[src/rtl/load_store_unit.sv]
// Load/store responder: turns a single-cycle MemRead/MemWrite request into a
// word-aligned req/ack bus transaction with lane steering and a bounded wait.
module load_store_unit #(
  parameter int unsigned ADDR_WIDTH     = 32,
  parameter int unsigned TIMEOUT_CYCLES = 16
) (
  input  logic                  i_CLK,
  input  logic                  i_RST,
  input  logic                  i_MemRead,
  input  logic                  i_MemWrite,
  input  logic [2:0]            i_Funct3,
  input  logic [ADDR_WIDTH-1:0] i_Addr,
  input  logic [31:0]           i_WData,
  output logic [31:0]           o_RData,
  output logic                  o_Stall,
  output logic                  o_Done,
  output logic                  o_Error,
  output logic                  o_BusReq,
  output logic                  o_BusWe,
  output logic [ADDR_WIDTH-1:0] o_BusAddr,
  output logic [3:0]            o_BusBe,
  output logic [31:0]           o_BusWData,
  input  logic                  i_BusAck,
  input  logic [31:0]           i_BusRData
);

  localparam int unsigned CW = $clog2(TIMEOUT_CYCLES + 1);

  typedef enum logic [1:0] {IDLE, REQ, DONE} state_t;

  state_t                state;
  logic [CW-1:0]         cnt;
  logic [ADDR_WIDTH-1:0] addr_q;
  logic [1:0]            lane_q;
  logic [2:0]            funct3_q;
  logic                  we_q;
  logic [3:0]            be_q;
  logic [31:0]           wdata_q;
  logic                  abort_q;

  logic        req, legal, f3_ok, align_ok;
  logic [3:0]  be_n;
  logic [31:0] wdata_n;
  logic [31:0] load_data;
  logic [31:0] shifted;
  logic [7:0]  rbyte;
  logic [15:0] rhalf;

  always_comb begin
    f3_ok    = 1'b0;
    align_ok = 1'b0;
    case (i_Funct3)
      3'b000: begin f3_ok = 1'b1;      align_ok = 1'b1;              end
      3'b001: begin f3_ok = 1'b1;      align_ok = ~i_Addr[0];        end
      3'b010: begin f3_ok = 1'b1;      align_ok = (i_Addr[1:0] == 2'b00); end
      3'b100: begin f3_ok = i_MemRead; align_ok = 1'b1;              end
      3'b101: begin f3_ok = i_MemRead; align_ok = ~i_Addr[0];        end
      default: begin f3_ok = 1'b0;     align_ok = 1'b0;              end
    endcase
    req   = i_MemRead | i_MemWrite;
    legal = (i_MemRead ^ i_MemWrite) & f3_ok & align_ok;

    case (i_Funct3[1:0])
      2'b00: begin
        be_n    = 4'b0001 << i_Addr[1:0];
        wdata_n = {4{i_WData[7:0]}};
      end
      2'b01: begin
        be_n    = 4'b0011 << {i_Addr[1], 1'b0};
        wdata_n = {2{i_WData[15:0]}};
      end
      default: begin
        be_n    = 4'b1111;
        wdata_n = i_WData;
      end
    endcase
  end

  // Load lane is selected from the captured address, not the live input.
  always_comb begin
    shifted = i_BusRData >> {lane_q, 3'b000};
    rbyte   = shifted[7:0];
    rhalf   = lane_q[1] ? i_BusRData[31:16] : i_BusRData[15:0];
    case (funct3_q)
      3'b000:  load_data = {{24{rbyte[7]}}, rbyte};
      3'b100:  load_data = {24'h0, rbyte};
      3'b001:  load_data = {{16{rhalf[15]}}, rhalf};
      3'b101:  load_data = {16'h0, rhalf};
      default: load_data = i_BusRData;
    endcase
  end

  always_ff @(posedge i_CLK or posedge i_RST) begin
    if (i_RST) begin
      state    <= IDLE;
      cnt      <= '0;
      addr_q   <= '0;
      lane_q   <= '0;
      funct3_q <= '0;
      we_q     <= 1'b0;
      be_q     <= '0;
      wdata_q  <= '0;
      abort_q  <= 1'b0;
      o_RData  <= '0;
    end else begin
      case (state)
        IDLE: begin
          if (req && legal) begin
            addr_q   <= {i_Addr[ADDR_WIDTH-1:2], 2'b00};
            lane_q   <= i_Addr[1:0];
            funct3_q <= i_Funct3;
            we_q     <= i_MemWrite;
            be_q     <= be_n;
            wdata_q  <= wdata_n;
            cnt      <= '0;
            abort_q  <= 1'b0;
            state    <= REQ;
          end
        end
        REQ: begin
          cnt <= cnt + 1'b1;
          // An ack arriving on the final allowed cycle wins over the abort.
          if (i_BusAck) begin
            if (!we_q) o_RData <= load_data;
            state <= DONE;
          end else if (cnt == CW'(TIMEOUT_CYCLES - 1)) begin
            abort_q <= 1'b1;
            state   <= DONE;
          end
        end
        default: state <= IDLE;
      endcase
    end
  end

  always_comb begin
    o_BusReq   = (state == REQ);
    o_BusWe    = (state == REQ) & we_q;
    o_BusAddr  = addr_q;
    o_BusBe    = (state == REQ) ? be_q : 4'b0000;
    o_BusWData = wdata_q;
    o_Stall    = (state == REQ) | ((state == IDLE) & req & legal);
    o_Done     = (state == DONE);
    o_Error    = ((state == DONE) & abort_q) | ((state == IDLE) & req & ~legal);
  end

endmodule

[config.mk]
export PLATFORM = sky130hd
export DESIGN_NAME = load_store_unit
export DESIGN_NICKNAME = d
export VERILOG_FILES = /design/src/rtl/load_store_unit.sv
export SDC_FILE = /design/constraint.sdc
export NUM_CORES = 1
export LEC_CHECK = 0
export CORE_ASPECT_RATIO = 1.25
export CORE_MARGIN = 1.5
export CORE_UTILIZATION = 45
export CTS_BUF_LIST = sky130_fd_sc_hd__clkbuf_4 sky130_fd_sc_hd__clkbuf_8
export CTS_CLUSTER_SIZE = 8
export DETAILED_ROUTE_END_ITERATION = 8
export PLACE_DENSITY_LB_ADDON = 0.1
export RECOVER_POWER = 100
export SYNTH_ARGS = -nofsm -noshare
export SYNTH_HDL_FRONTEND = slang
export SYNTH_SLANG_ARGS = --single-unit
[constraint.sdc]
create_clock -name i_CLK -period 4.4 [get_ports i_CLK]
set_input_delay 0.88 -clock i_CLK [delete_from_list [all_inputs] [get_ports i_CLK]]
set_output_delay 0.88 -clock i_CLK [all_outputs]
set_load 0.005 [all_outputs]
# After elaboration in Yosys (flattened, before gate mapping)
# Cells that the tools add are included.
# word_totals
input_bits	104
word_cells	76
register_bits	112
out_inout_bits	105
# op_classes
n_addsub	1
n_shift	3
eq_ne	15
bitwise_logic	14
n_reduce_logical	16
mux	17
# op_table
cell	n
32-bit one-hot mux with 4 select lines	1
32-bit one-hot mux with 2 select lines	1
32-bit by 5-bit >> shifter with 8-bit output	1
16-bit 2-to-1 mux	1
3-bit equality test, second input constant	4
5-bit one-hot mux with 2 select lines	1
4-bit one-hot mux with 2 select lines	1
1-bit bitwise AND	7
3-bit by 1-bit equality test with 1-bit output, second input constant	2
2-bit logical NOT	3
3-bit logical NOT	2
2-bit 2-to-1 mux	3
2-bit AND reduction	3
2-bit OR reduction	3
5-bit by 1-bit adder with 5-bit output, second input constant	1
5-bit by 4-bit equality test with 1-bit output, second input constant	1
5-bit 2-to-1 mux	1
2-bit by 1-bit equality test with 1-bit output, second input constant	2
4-bit 2-to-1 mux	1
2-bit inequality test, second input constant	2
1-bit one-hot mux with 2 select lines	2
2-bit one-hot mux with 2 select lines	1
4-bit AND reduction	1
1-bit by 2-bit << shifter with 4-bit output, first input constant	1
14 further kinds	20

# Logic depth before layout (Yosys ltp)
# depth
word_depth	8
mapped_depth	8
depth_no_buf	6

# Worst setup path after synthesis
# OpenSTA, ideal clock, no wires.
# synth_timing
kind	input -> output
startpoint	in i_MemRead
endpoint	out o_Stall
required_ns	3.520
path_slack_ns	1.524
path_stages	7
path_buffers	2
t_arrival_ns	1.996
path_cell_list	inv_1 ha_1 a21boi_0 nand4_1 buf_2 clkbuf_1 nand2_1
# synth_via
elab_chain_len	5
elab_cells_between_ends	8
cone_classes	1 x mux; 7 x bitwise
# synth_lines
item	line	source
start: declaration	9	input logic i_MemRead,
1-bit one-hot mux with 2 select lines / 1-bit XOR (equally long branches)	52, 61	
1-bit bitwise AND (2 in series)	61	legal = (i_MemRead ^ i_MemWrite) & f3_ok & align_ok;
1-bit bitwise AND *	142	o_Stall = (state == REQ) | ((state == IDLE) & req & legal);
1-bit bitwise OR *	142	
end: declaration	15	output logic o_Stall,
# Mark *: on every way between the ends. The rest lies on a longest branch, timed or not.

# Worst setup path after layout
# layout_timing
startpoint	in i_BusAck
endpoint	reg o_RData[5]
# layout_via
elab_chain_len	1
# layout_lines
item	line	source
start: declaration	23	input logic i_BusAck,
3-bit AND reduction (no line)	--	
end signal: assignment	124	if (!we_q) o_RData <= load_data;
end: declaration	14	output logic [31:0] o_RData,
# No other way between the ends.
# A chain may end at the register's enable or synchronous reset.

==> flow_summary.ini <==
[status]
status = finished, violations left
violations = max-capacitance violations, max-slew violations

[place]
port_buffers = 206
gp_congestion = 0.7855
dp_hpwl_mm = 10.22

[synthesis]
synth-edff-count = 0
synthFlopType = dfrtp_1
synth.avg_cell_area_um2 = 10.90
synth_cell_types = 44
synth-seq-cells = 112
yosysWarnings = 0
syn_inst = 497
async_flop_share_pct = 100.0
synth_area_um2 = 5415
ys_seq_area_share_pct = 51.76

[route]
drt_wl_total_mm = 14.25
wl_met1_mm = 5.846
drcViolationCount = 0
dr_wl_met3_um = 924
vias = 4451
top_layer = met4
viasPerCell = 5.236
wire_per_inst_um = 16.76
antenna_violating_nets_post_route = 0
met2_length_mm = 7.117
drt_pass1_iterations = 4
drt_iter0_markers = 152

[clock_tree]
cts_sinks = 112
root_buffer = clkbuf_8
cts_setup_buffers = 0
htreeDepth = 3
insertion_delay_ns = 0.38
ctsResizeCount = 0
cts_buffer_depth = 2
hold_buffers = 0
clkSlewWorstSetupHoldPaths_ns = 0.12
cts_tree = built
cts_buffers = 9

[cells_and_area]
n_antenna_cell = 0
drive_above_1_share_pct = 5.515
nets = 791
area_growth_pct = 40.80
multi_input_area_um2 = 2241
ff_latch_area_um2 = 2803
fillCellCount = 997

[sta]
tightest_slew_ns = 2.381
final-setup-viol-count = 0
hold_viol = 0
fmax_mhz = 260.5
final-max-slew-violation-count = 97
slew_headroom_pct = -59.61
skew_ns = 0.01634
setup_tns_ns = 0
period_needed_ns = 3.838
finalCritPeriodShare_pct = 87.23
grt_setup_unrepaired = false

[power]
peakVddDrop_mv = 0.2043
power_w = 0.003723
power.leakage_nw = 3.371
power_density_nw_per_um2 = 488.3

[critical_path]
slowest_stage = clkbuf_1
crit_buf_inv = 2
arrival_ns = 4.09
crit_path_cell_trace = clkdlybuf4s50_1 > nor4bb_4 > clkbuf_1 > o21ai_0 > o22a_1
cp-end-kind = register
worstSetupPathType = input port to register
cpPeakStageDelay_ns = 1.21
crit_required_ns = 4.66
start_kind = input port
cp_max_fo = 43
crit_family = buffers and inverters

[global_routing]
grt_pass1_vias = 4548
grt_max_degree = 110
antenna_found_initial = 0
grt_pass1_wl_mm = 22.98
overflow = 0
grt_usage_pct = 22.92

[run]
cap_violations = 2

[die]
start_util_pct = 46.40
ios = 209
num_rows = 44
die_w_um = 101.1
fp.dieH_um = 125.6
dieArea_um2 = 12700
core-area_um2 = 11670

[worst_hold_path]
hold_class = register to register
-- cells by family after synthesis --
group / count (synthesis) / share of synthesized area [%]
adder cells (fa/ha/maj): 3 / 0.6932
other: 1 / 0.06925
AO/OA/AOI/OAI: 93 / 9.843
flip-flops: 112 / 51.76
buffers and inverters: 50 / 4.436
AND/OR/NAND/NOR: 154 / 13.66
XOR/XNOR: 1 / 0.1618
multiplexers: 83 / 19.39
-- cells in the final DEF (no fill, tap or decap), types with 5 or more instances in the layout --
cell type	count
nand3b_1	8
o21ai_0	48
nor2_1	19
nor3b_1	6
nand2b_1	5
nand3_1	38
clkdlybuf4s50_1	104
dlygate4sd3_1	102
a21oi_1	20
a211oi_1	6
nand2_1	61
inv_1	12
mux2_1	42
mux2_2	13
o22ai_1	7
mux2i_1	28
clkbuf_8	9
dfrtp_1	112
-- cells in the mapped netlist, types with 3 or more instances --
master | n | area (µm²)
a21oi_1 | 20 | 100.1
a211oi_1 | 6 | 45.04
o21ai_0 | 47 | 235.2
clkbuf_1 | 22 | 82.58
nor3_1 | 3 | 15.01
buf_2 | 6 | 30.03
ha_1 | 3 | 37.54
nand3_1 | 38 | 190.2
o22ai_1 | 7 | 43.79
nand3b_1 | 8 | 60.06
nor2_1 | 19 | 71.32
dfrtp_1 | 112 | 2803
nor3b_1 | 6 | 45.04
mux2_2 | 13 | 146.4
buf_6 | 5 | 56.30
nand2_1 | 61 | 229.0
mux2i_1 | 28 | 280.3
nand2b_1 | 5 | 31.28
inv_1 | 13 | 48.80
and2_1 | 5 | 31.28
mux2_4 | 40 | 600.6
-- path summary, 6_finish.rpt --
kind                                       from                       end  slack [ns]  cells after the start
setup / recovery                       i_BusAck    o_RData[5]$_DFFE_PP0P_        0.56                      5
hold / removal              be_q[3]$_DFFE_PP0P_       be_q[3]$_DFFE_PP0P_        0.49                      2
setup reg to reg           state[1]$_DFFE_PP0P_    o_RData[5]$_DFFE_PP0P_        1.16                      4
hold reg to reg             be_q[3]$_DFFE_PP0P_       be_q[3]$_DFFE_PP0P_        0.49                      2
max in group asynchronous                 i_RST   o_RData[12]$_DFFE_PP0P_        1.66                      3
min in group asynchronous                 i_RST  o_BusAddr[5]$_DFFE_PP0P_        1.58                      2
-- cell type report --
cell class / instances / share of cell area, %
clock buffers: 9 / 1.625
clock inverters: 7 / 1.181
inverters: 13 / 0.6564
multi-input cells: 336 / 29.39
flip-flops and latches: 112 / 36.76
well taps: 161 / 2.642
repair buffers: 212 / 27.75
-- power breakdown --
part	internal, W	total (W)	switching [W]
combinational	0.000824	0.00136	0.000534
clock	0.000275	0.000657	0.000382
sequential	0.00142	0.00171	0.000287
-- state kept, by name, indices dropped and copies added (netlist names) --
name and cells:
be_q 4, cnt 5, o_RData 32, o_BusAddr 30
o_BusWData 32, lane_q 2, state 2, funct3_q 3
abort_q 1, we_q 1
-- layer usage --
layer  track usage, %  up-vias
met1            29.47     2154
met5                0        -
met2            37.07      163
met3            5.938       26
li1                 -     2108
met4            8.578        0
-- worst reg2reg max path, delay by kind of cell, from the launching register on --
| kind | cells | cell delay, ns |
|---|---|---|
| compound gates | 2 | 1.16 |
| buf+inv | 1 | 1.21 |
| flops | 1 | 0.46 |
| simple gates | 1 | 0.29 |
-- per-stage QoR --
step,hold slack (ns),cell area (µm²),setup WS [ns],cells,util (%)
detailed placement,0.4664,7579,0.7179,834,64.93
finish,0.4917,7625,0.5617,850,65.33
CTS,0.4931,7792,0.7094,850,66.77
global route,0.5035,7625,0.2966,850,65.33
floorplan,0.4418,5419,0.5610,498,-
global placement,0.4574,7579,0.7383,834,64.93
No activity file was read; power rests on OpenSTA's default activity.
